File: src/rtl/ascon_pkg.sv
// Shared Ascon types and widths used by the substitution layer and the permutation blocks.
package ascon_pkg;

  localparam int WORD_WIDTH = 64;
  localparam int NUM_WORDS  = 5;

  // Indexed [word][bit]; word w is lane Sw.
  typedef logic [NUM_WORDS-1:0][WORD_WIDTH-1:0] ascon_state_t;

endpackage

File: src/rtl/ascon_sbox5.sv
// Ascon 5-bit S-box in algebraic normal form, one bit column of the state.
module ascon_sbox5 (
  input  logic [4:0] x_i,
  output logic [4:0] y_o
);

  logic x0, x1, x2, x3, x4;

  // x0 sits in the MSB so the column value reads like the published S-box index.
  assign x0 = x_i[4];
  assign x1 = x_i[3];
  assign x2 = x_i[2];
  assign x3 = x_i[1];
  assign x4 = x_i[0];

  assign y_o[4] = (x4 & x1) ^ x3 ^ (x2 & x1) ^ x2 ^ (x1 & x0) ^ x1 ^ x0;
  assign y_o[3] = x4 ^ (x3 & x2) ^ (x3 & x1) ^ x3 ^ (x2 & x1) ^ x2 ^ x1 ^ x0;
  assign y_o[2] = (x4 & x3) ^ x4 ^ x2 ^ x1 ^ 1'b1;
  assign y_o[1] = (x4 & x0) ^ x4 ^ (x3 & x0) ^ x3 ^ x2 ^ x1 ^ x0;
  assign y_o[0] = (x4 & x1) ^ x4 ^ x3 ^ (x1 & x0) ^ x1;

endmodule

File: src/rtl/substitution_layer.sv
// Ascon substitution layer: combinational S-box over every bit column plus a registered copy.
module substitution_layer
  import ascon_pkg::*;
(
  input  logic         clk,
  input  logic         rst,
  input  ascon_state_t state_array_i,
  input  logic         valid_i,
  output ascon_state_t state_array_o,
  output ascon_state_t state_array_q,
  output logic         valid_o
);

  ascon_state_t sbox_out;
  ascon_state_t state_array_d;
  logic         valid_d;
  logic         valid_q;

  for (genvar j = 0; j < WORD_WIDTH; j++) begin : g_col
    logic [4:0] col_y;

    ascon_sbox5 u_sbox (
      .x_i ({state_array_i[0][j], state_array_i[1][j], state_array_i[2][j],
             state_array_i[3][j], state_array_i[4][j]}),
      .y_o (col_y)
    );

    assign sbox_out[0][j] = col_y[4];
    assign sbox_out[1][j] = col_y[3];
    assign sbox_out[2][j] = col_y[2];
    assign sbox_out[3][j] = col_y[1];
    assign sbox_out[4][j] = col_y[0];
  end

  assign state_array_o = sbox_out;
  assign valid_o       = valid_q;

  // Idle cycles keep the last result but drop valid.
  always_comb begin
    state_array_d = state_array_q;
    valid_d       = 1'b0;
    if (valid_i) begin
      state_array_d = sbox_out;
      valid_d       = 1'b1;
    end
  end

  always_ff @(posedge clk) begin
    if (rst) begin
      state_array_q <= '0;
      valid_q       <= 1'b0;
    end else begin
      state_array_q <= state_array_d;
      valid_q       <= valid_d;
    end
  end

endmodule

File: config.mk
export PLATFORM = sky130hd
export DESIGN_NAME = substitution_layer
export DESIGN_NICKNAME = d
export VERILOG_FILES = /design/src/rtl/ascon_pkg.sv /design/src/rtl/ascon_sbox5.sv /design/src/rtl/substitution_layer.sv
export SDC_FILE = /design/constraint.sdc
export NUM_CORES = 1
export LEC_CHECK = 0
export ABC_AREA = 1
export CORE_AREA = 4 4 376 378
export CTS_CLUSTER_SIZE = 14
export DETAILED_ROUTE_END_ITERATION = 10
export DIE_AREA = 0 0 380 382
export HOLD_SLACK_MARGIN = 0.02
export PLACE_DENSITY = 0.4
export SYNTH_ARGS = -nofsm -noshare
export SYNTH_HDL_FRONTEND = slang
export SYNTH_SLANG_ARGS = --single-unit
File: constraint.sdc
create_clock -name clk -period 1.31 [get_ports clk]
set_input_delay 0.131 -clock clk [delete_from_list [all_inputs] [get_ports clk]]
set_output_delay 0.131 -clock clk [all_outputs]
set_load 0.02 [all_outputs]
======== Word-level counts from Yosys, hierarchy flattened ========
Index checks and enable logic that the tools add are counted.
W data, S select, Z words.
word-level totals
  input port bits ......................... 323
  bits in registers ....................... 321
  word-level logic and storage cells ...... 2247
cells by class
  mux-type cells .......................... 1
  bitwise gates (word level) .............. 2240
operators with widths
  operator       count
  $xor A1 B1 Y1  1664
  $and A1 B1 Y1  512
  $not A1 Y1     64
  $mux W1        1

======== Logic depth before layout (Yosys ltp) ========
Gate-level depths: netlist (run 1).
  word-level depth ........................ 8
  depth in mapped cells ................... 8

======== Hierarchy ========
From an unflattened synthesis (run 1), not the netlist that was laid out.
second synthesis, totals
  cells, all modules ...................... 4654
  area total of the unflattened synthesis .. 24507.3 um^2
modules (own cells, without submodules)
  module              sequential area each (um^2)  times used  area each (um^2)  cells an instance
  substitution_layer  6426.2                       1           13056.3           2030
  ascon_sbox5         0.0                          64          178.9             41

======== Worst setup path after synthesis (run 1) ========
No wires, ideal clock.
  kind .................................... input to register
  start ................................... in rst
  end ..................................... reg state_array_q[34] (netlist bit)
  arrival ................................. 0.851 ns
  required time ........................... 1.201 ns
  path slack .............................. 0.350 ns
  stages .................................. 6
  path through ............................ buf_4 -> buf_2 -> clkbuf_1 -> nor2_1 -> nand2_1 -> inv_1
RTL lines
  element               RTL line                  RTL
  from (decl)           substitution_layer.sv:6   input logic rst,
  to (signal assigned)  substitution_layer.sv:53  state_array_q <= state_array_d;
  to (decl)             substitution_layer.sv:10  output ascon_state_t state_array_q,

==> results of run 1 <==
==> kinds of logic after synthesis <==
kind of cell / after synthesis / synth area share
AOI/OAI and AO/OA: 394 / 0.0814
DFF: 321 / 0.265
buffers and inverters: 980 / 0.164
and+or+nand+nor: 2794 / 0.466
xor gates and xnor gates: 65 / 0.0235
==> state kept, by name, indices dropped and copies added (netlist names) <==
name / cells
valid_o: 1
state_array_q: 320
==> how the worst max path moves through the flow <==
stage                     slack, ps  depth (start not counted)                             end
final                            50                          8              state_array_o[149]
after detailed placement       -920                          8              state_array_o[250]
after global placement        -1000                          8              state_array_o[250]
after floorplan                 350                          6  state_array_q[34]$_SDFFE_PP0P_
after CTS                       -20                          1              state_array_q[300]
after global routing             -8                          8              state_array_o[149]
==> metrics by stage <==
step	TNS (ps)	util	hold WS, ps	setup slack [ps]	instances
after detailed placement	-209430	0.296	498	-915	7837
after floorplan	0	-	326	350	4554
after global placement	-204760	0.296	492	-998	7837
final	0	0.312	1.46	52.5	8028
after global routing	-25.3	0.311	30.4	-7.83	8014
after CTS	-39.4	0.310	22.9	-24.3	7971
==> worst reg2reg max path, stage by stage, from the launching register on <==
cell and delay [ps]:
dfxtp_2 340, nor2_1 110, nor2_1 50, nand2_1 60
inv_1 30
==> cell usage in the layout (no fill, tap or decap), types with 8 or more instances in the layout <==
master / count
inv_1: 777
or2_2: 51
clkdlybuf4s15_2: 36
buf_4: 888
a21oi_1: 107
clkbuf_2: 76
xor2_2: 38
dlygate4sd2_1: 175
xor2_1: 23
buf_2: 172
clkbuf_16: 49
nand3_2: 16
dlygate4sd3_1: 24
o21ai_2: 8
nand3_1: 492
or2_4: 12
nor2_1: 503
inv_2: 88
dfxtp_2: 89
nand2_4: 17
nand2_2: 203
dfxtp_1: 232
buf_12: 70
diode_2: 34
o21ai_0: 176
nand2_1: 1496
clkbuf_1: 13
clkdlybuf4s15_1: 26
o21ai_1: 93
buf_6: 193
==> metal layers <==
metal | wire length [µm] | vias to the layer above
li1 | - | 17008
met1 | 51100 | 14011
met2 | 60700 | 828
met3 | 11600 | 209
met4 | 5020 | 24
met5 | 156 | -
==> power by group through the flow <==
stage          clock network (mW)  logic [mW]  registers, mW
5_1_grt                      14.6        18.6           11.2
3_5_place_dp                    0        17.2           11.2
2_1_floorplan                   0        6.53           12.1
4_1_cts                      14.3        17.0           11.1
3_3_place_gp                    0        17.2           11.2
6_report                     13.7        17.0           11.1
==> what timing repair did <==
action | 4_1_cts | 5_1_grt
endpoints found under the hold margin | 93 | 9
hold buffers | 14 | 10
pin swaps | 109 | 85
setup endpoints to repair | 641 | 307
gates resized for setup | 3477 | 519
buffers inserted | 38 | 15
==> cell type report <==
| cell class | count | area [µm²] |
|---|---|---|
| Antenna cell | 34 | 85.1 |
| Clock buffer | 69 | 1370 |
| Clock inverter | 17 | 228 |
| Fill cell | 15548 | 94600 |
| Inverter | 874 | 3310 |
| Multi-Input combinational cell | 3253 | 15100 |
| Sequential cell | 321 | 6540 |
| Tap cell | 1794 | 2240 |
| Timing Repair Buffer | 1666 | 14000 |
==> implementation parameters, run 1 <==
Parameter                              Value

Synthesis
  Cell taking the most area after synthesis    nand2_1
  Number of instances in the synthesized netlist    4554
  Async set-or-reset flop fraction in the synthesized netlist    0
  Synthesis warning total    0
  Distinct cells, synth    16
  Leading cell types by count after synthesis    nand2_1, inv_1, nand3_1
  Syn avg cell area    5.32 µm²
  Most numerous cell in the Yosys netlist    nand2_1
  Number of synthesized flops with an enable pin    0
  Syn Std Cell Area    24200 µm²
  Most used DFF post-synth    dfxtp_1
  Area fraction of the dominant cell type after synthesis    0.266
  Flops & latches, synth    321
  Mapped Nets    4877
  Proportion of synthesized chip area in sequential cells    0.265
  Cell types with the largest area share after synthesis    nand2_1, dfxtp_1, inv_1

Worst setup path
  Capture instance of the worst register-to-register path    state_array_q[63]$_SDFFE_PP0P_
  Startpoint Class    input pin
  Count of buffer and inverter cells on the critical path    5
  Largest fanout on the critical path    3
  Worst Path Arrival    1130 ps
  CP startpoint    state_array_i[149]
  Reg2Reg Setup Slack    620 ps
  R2r startpoint    state_array_q[63]$_SDFFE_PP0P_
  Critical path's slowest cell    dlygate4sd2_1
  Path type of the worst setup path    in2out
  Cell-by-cell trace of the critical path    dlygate4sd2_1 -> inv_1 -> nand2_2 -> nand2_2 -> xor2_1 -> buf_4 -> inv_1 -> buf_6
  Data required time of the worst path    1180 ps
  CP top delay family    buffers and inverters
  Worst reg2reg path depth    4
  Critical Path Max Stage Delay    260 ps
  Critical Path End Type    output pin

Floorplanning
  Boundary pin count    964
  Area of the placeable core    137000 µm²
  Overall die area    145000 µm²
  Die H    382 µm
  Die width    380 µm
  Initial Utilization    0.176
  Row Count    136

Clocking
  H-tree depth reported by CTS    2
  Number of buffers created by CTS    49
  Clock tree root driver cell    clkbuf_16
  Sinks on the clock net    321
  Clock insertion delay at the later pin of the skew report    590 ps
  Number of buffers on the longest clock path    3
  Clock slew at reported path FFs    50 ps
  TritonCTS clock tree    done

STA
  Share of the cycle needed by the critical path after routing    0.960
  Final setup violating endpoints    0
  Slew of the pin with the lowest slew margin    320 ps
  Worst relative slew slack    0.784
  Shortest clock period the worst path allows after layout    1260 ps
  Maximum clock frequency    795 MHz
  Max-slew violation total from the final report    0
  Setup repair after global routing missed its margin    true
  Layout Skew    0 ps
  Total count of hold-check failures in the final report    0

Finish
  Post-Layout Inst Area    42800 µm²
  Net total in the final layout    6488
  Share of post-route cells with drive strength above 1    0.333
  Relative area change from synthesis to final layout    76.8%

Detailed routing
  DR iter-0 viols    1327
  Number of design rule violations left after detail routing    0
  Routed len/inst    16.0 µm
  Drt first pass iters    5
  DRT Wirelength    129000 µm
  Vias per inst    4.00
  Vias    32080
  Antenna viol nets, final    0

GRT
  Vias in the first global route    30205
  Met3 track demand over resource    0.0682
  Most utilized layer in the global route result    met2
  Met1 layer usage reported by global route    0.186
  Initial antenna violation count    62
  Global-route wire length before repair    187000 µm
  Global Route met2 Usage    0.288
  GR Util All Layers    0.169
  Remaining global-route overflow    0
  Pin count of the biggest net entering global routing    42

Outcome
  Run status    finished clean

Hold path
  Number of stages on the worst hold path    5
  Hold Path Class    in2reg
  Hold Path Origin    state_array_i[247]
  Endpoint with the worst hold slack    state_array_q[311]$_SDFFE_PP0P_

Power
  Maximum vdd drop    0.862 mV
  Ratio of total power to cell area    976 nW/µm²
  Power share of the sequential group    0.266
  Clock network fraction of total power    0.327
  Static Leak    25.2 nW
  Total internal power    26.1 mW
  Comb power frac    0.407
  Switching pwr    15.7 mW
  Switch share    0.375
  Total power    41.8 mW

Place
  Cell area after placement    40700 µm²
  Final RePlAce weighted congestion    0.908
  Half-perimeter wire length of the detailed placement result    107000 µm
  Number of buffers added on ports    963

Run
  Max-cap violations    0
(Power assumes the default switching activity.)
==> run 2, diff against run 1 <==
- CORE_AREA: 4 4 376 378 -> 4 4 378 380
- DIE_AREA: 0 0 380 382 -> 0 0 382 384
==> run 2 against run 1 <==
Critical path depth shrank 1. Largest cell class is now buffers. Critical endpoint is now state_array_o[234]. Register-to-register slack lost 80 ps. Clock power about the same. Sequential cell count stayed put. Utilization increased by 0.95 points. Sequential share of layout area about the same. Critical path type unchanged.
==> implementation parameters, run 2 (synthesis gave the netlist of run 1 again) <==
Parameter                              Value

Outcome
  Run status    finished clean

GRT
  Remaining global-route overflow    0 (unchanged)
  Global-route wire length before repair    193000 µm (+2.9%)
  GR Util All Layers    0.173 (+0.00402)
  Pin count of the biggest net entering global routing    67 (+60%)
  Global Route met2 Usage    0.296 (+0.00733)
  Met1 layer usage reported by global route    0.201 (+0.0151)
  Met3 track demand over resource    0.0584 (-0.00983)
  Vias in the first global route    30711 (+1.7%)
  Most utilized layer in the global route result    met2
  Initial antenna violation count    65 (+4.8%)

Place
  Number of buffers added on ports    963 (unchanged)
  Cell area after placement    41000 µm² (+0.66%)
  Final RePlAce weighted congestion    0.918 (+1.1%)
  Half-perimeter wire length of the detailed placement result    110000 µm (+2.8%)
  Cell Count Post-Placement    7929 (+1.2%)

Hold path
  Hold Path Origin    state_array_i[217]
  Endpoint with the worst hold slack    state_array_q[281]$_SDFFE_PP0P_
  Hold Path Class    in2reg
  Number of stages on the worst hold path    6 (+1)

Detailed routing
  Number of design rule violations left after detail routing    0 (unchanged)
  Vias    32650 (+1.8%)
  DRT Wirelength    134000 µm (+3.8%)
  Drt first pass iters    5 (unchanged)
  DR iter-0 viols    1467 (+11%)
  Routed len/inst    16.4 µm (+2.3%)
  Vias per inst    4.01 (+0.29%)
  Antenna viol nets, final    0 (unchanged)

Power
  Switching pwr    16.3 mW (+3.6%)
  Switch share    0.378 (+0.00302)
  Total internal power    26.7 mW (+2.3%)
  Ratio of total power to cell area    962 nW/µm² (-1.4%)
  Comb power frac    0.414 (+0.007)
  Static Leak    25.7 nW (+2.2%)
  Maximum vdd drop    0.963 mV (+12%)
  Clock network fraction of total power    0.323 (-0.004)
  Power share of the sequential group    0.263 (-0.003)

Worst setup path
  Capture instance of the worst register-to-register path    state_array_q[93]$_SDFFE_PP0P_
  Path type of the worst setup path    in2out
  Startpoint Class    input pin
  R2r startpoint    state_array_q[93]$_SDFFE_PP0P_
  Worst Path Arrival    1150 ps (+20 ps)
  Worst reg2reg path depth    5 (+1)
  Largest fanout on the critical path    4 (+1)
  Data required time of the worst path    1180 ps (about the same)
  Critical Path End Type    output pin
  Reg2Reg Setup Slack    540 ps (-80 ps)

Finish
  Largest register FFs    320 (unchanged)
  Relative area change from synthesis to final layout    84.4%
  Fin cells    8147 (+1.5%)
  Post-Layout Inst Area    44700 µm² (+4.3%)
  Net total in the final layout    6533 (+0.69%)
  Share of post-route cells with drive strength above 1    0.371 (+0.0385)
  Commonest cells after routing, fill and taps aside    nand2_1, inv_1, buf_4, nor2_1, nand3_1
  Filler Cells Inserted    15581 (+0.21%)
  Multi-input logic area    15300 µm² (+1.2%)
  FF/Latch Area    6810 µm² (+4.2%)
  Most common library cell in the layout ignoring fill and taps    nand2_1
  Register name with the most flops    state_array_q

STA
  Slew of the pin with the lowest slew margin    328 ps (+7.57 ps)
  Share of the cycle needed by the critical path after routing    0.982 (+0.0217)
  Total count of hold-check failures in the final report    0 (unchanged)
  Layout Skew    0 ps (unchanged)
  Shortest clock period the worst path allows after layout    1290 ps (+28.5 ps)
  Max-slew violation total from the final report    0 (unchanged)
  Setup repair after global routing missed its margin    true
  Final setup violating endpoints    0 (unchanged)
  Worst relative slew slack    0.781 (-0.00278)
  Maximum clock frequency    778 MHz (-2.2%)

Floorplanning
  Die H    384 µm (+0.52%)
  Initial Utilization    0.174 (-0.00215)
  Row Count    137 (+0.74%)
  Boundary pin count    964 (unchanged)
  Die width    382 µm (+0.53%)
  Overall die area    147000 µm² (+1.1%)
  Area of the placeable core    139000 µm² (+1.2%)

Clocking
  Clock tree root driver cell    clkbuf_16
  Sinks on the clock net    321 (unchanged)
  H-tree depth reported by CTS    2 (unchanged)
  TritonCTS clock tree    done
  Number of buffers created by CTS    51 (+4.1%)
  Number of buffers on the longest clock path    3 (unchanged)
  Clock insertion delay at the later pin of the skew report    620 ps (+30 ps)
  Clock slew at reported path FFs    50 ps (about the same)

Run
  Max-cap violations    0 (unchanged)
-- run 2: changes by cell type in the layout (fill, tap and decap cells not counted), moves of 17 or more --
cell	before	now
buf_6	193	386
o21ai_2	8	25
buf_2	172	119
dfxtp_1	232	32
buf_4	888	782
dfxtp_2	89	279
-- run 2: worst max path at each step --
stage                                          startpoint                             end  slack [ps]  depth (start not counted)
final                                  state_array_i[298]              state_array_o[234]          20                          7
after global placement                 state_array_i[127]              state_array_o[319]       -1270                          7
after CTS                 state_array_q[214]$_SDFFE_PP0P_              state_array_q[214]         -40                          1
after floorplan                                       rst  state_array_q[34]$_SDFFE_PP0P_         350                          6
after global routing      state_array_q[214]$_SDFFE_PP0P_              state_array_q[214]         -30                          1
after detailed placement               state_array_i[127]              state_array_o[319]       -1250                          7
-- run 2: per-layer routing --
layer,wire (µm),vias up,share of wire
li1,-,17109,-
met1,55200,14446,0.41
met2,62700,860,0.47
met3,10800,217,0.081
met4,4740,18,0.036
met5,109,-,0.00082
-- run 2: cell type report --
class	count	share of cell area
repair buffers	1709	0.342
multi-input cells	3253	0.341
flip-flops and latches	321	0.152
inverters	874	0.0737
well taps	1876	0.0525
clock buffers	75	0.0321
clock inverters	14	0.00406
diodes	25	0.00140
-- run 2: power by group through the flow --
stage          Clock, mW  Combinational (mW)  Sequential (mW)
6_report            13.9                17.8             11.3
5_1_grt             14.9                19.4             11.4
4_1_cts             14.6                17.8             11.3
3_5_place_dp           0                17.4             11.2
3_3_place_gp           0                17.4             11.2
2_1_floorplan          0                6.53             12.1
-- run 2: repair_timing --
item	in CTS	in global routing
endpoints found under the setup margin	641	295
resized for setup	3971	463
pin swaps	126	71
endpoints found under the hold margin	76	7
buffers inserted	70	8
hold buffers	24	7
-- run 2: critical path: stages --
cell	delay, ps
dlygate4sd2_1	280
buf_4	160
a21oi_2	150
nand3_1	100
nand2_2	130
inv_1	50
buf_4	150
-- run 2: through the flow --
stage	util	worst slack, ps	power [mW]	hold WS (ps)	setup TNS [ps]
floorplan	-	350	18.7	326	0
global placement	0.295	-1270	28.6	454	-211460
detailed placement	0.295	-1250	28.6	449	-214860
CTS	0.320	-42.6	43.7	26.8	-676
global route	0.321	-30.0	45.7	27.2	-322
finish	0.321	24.0	43.0	6.68	0
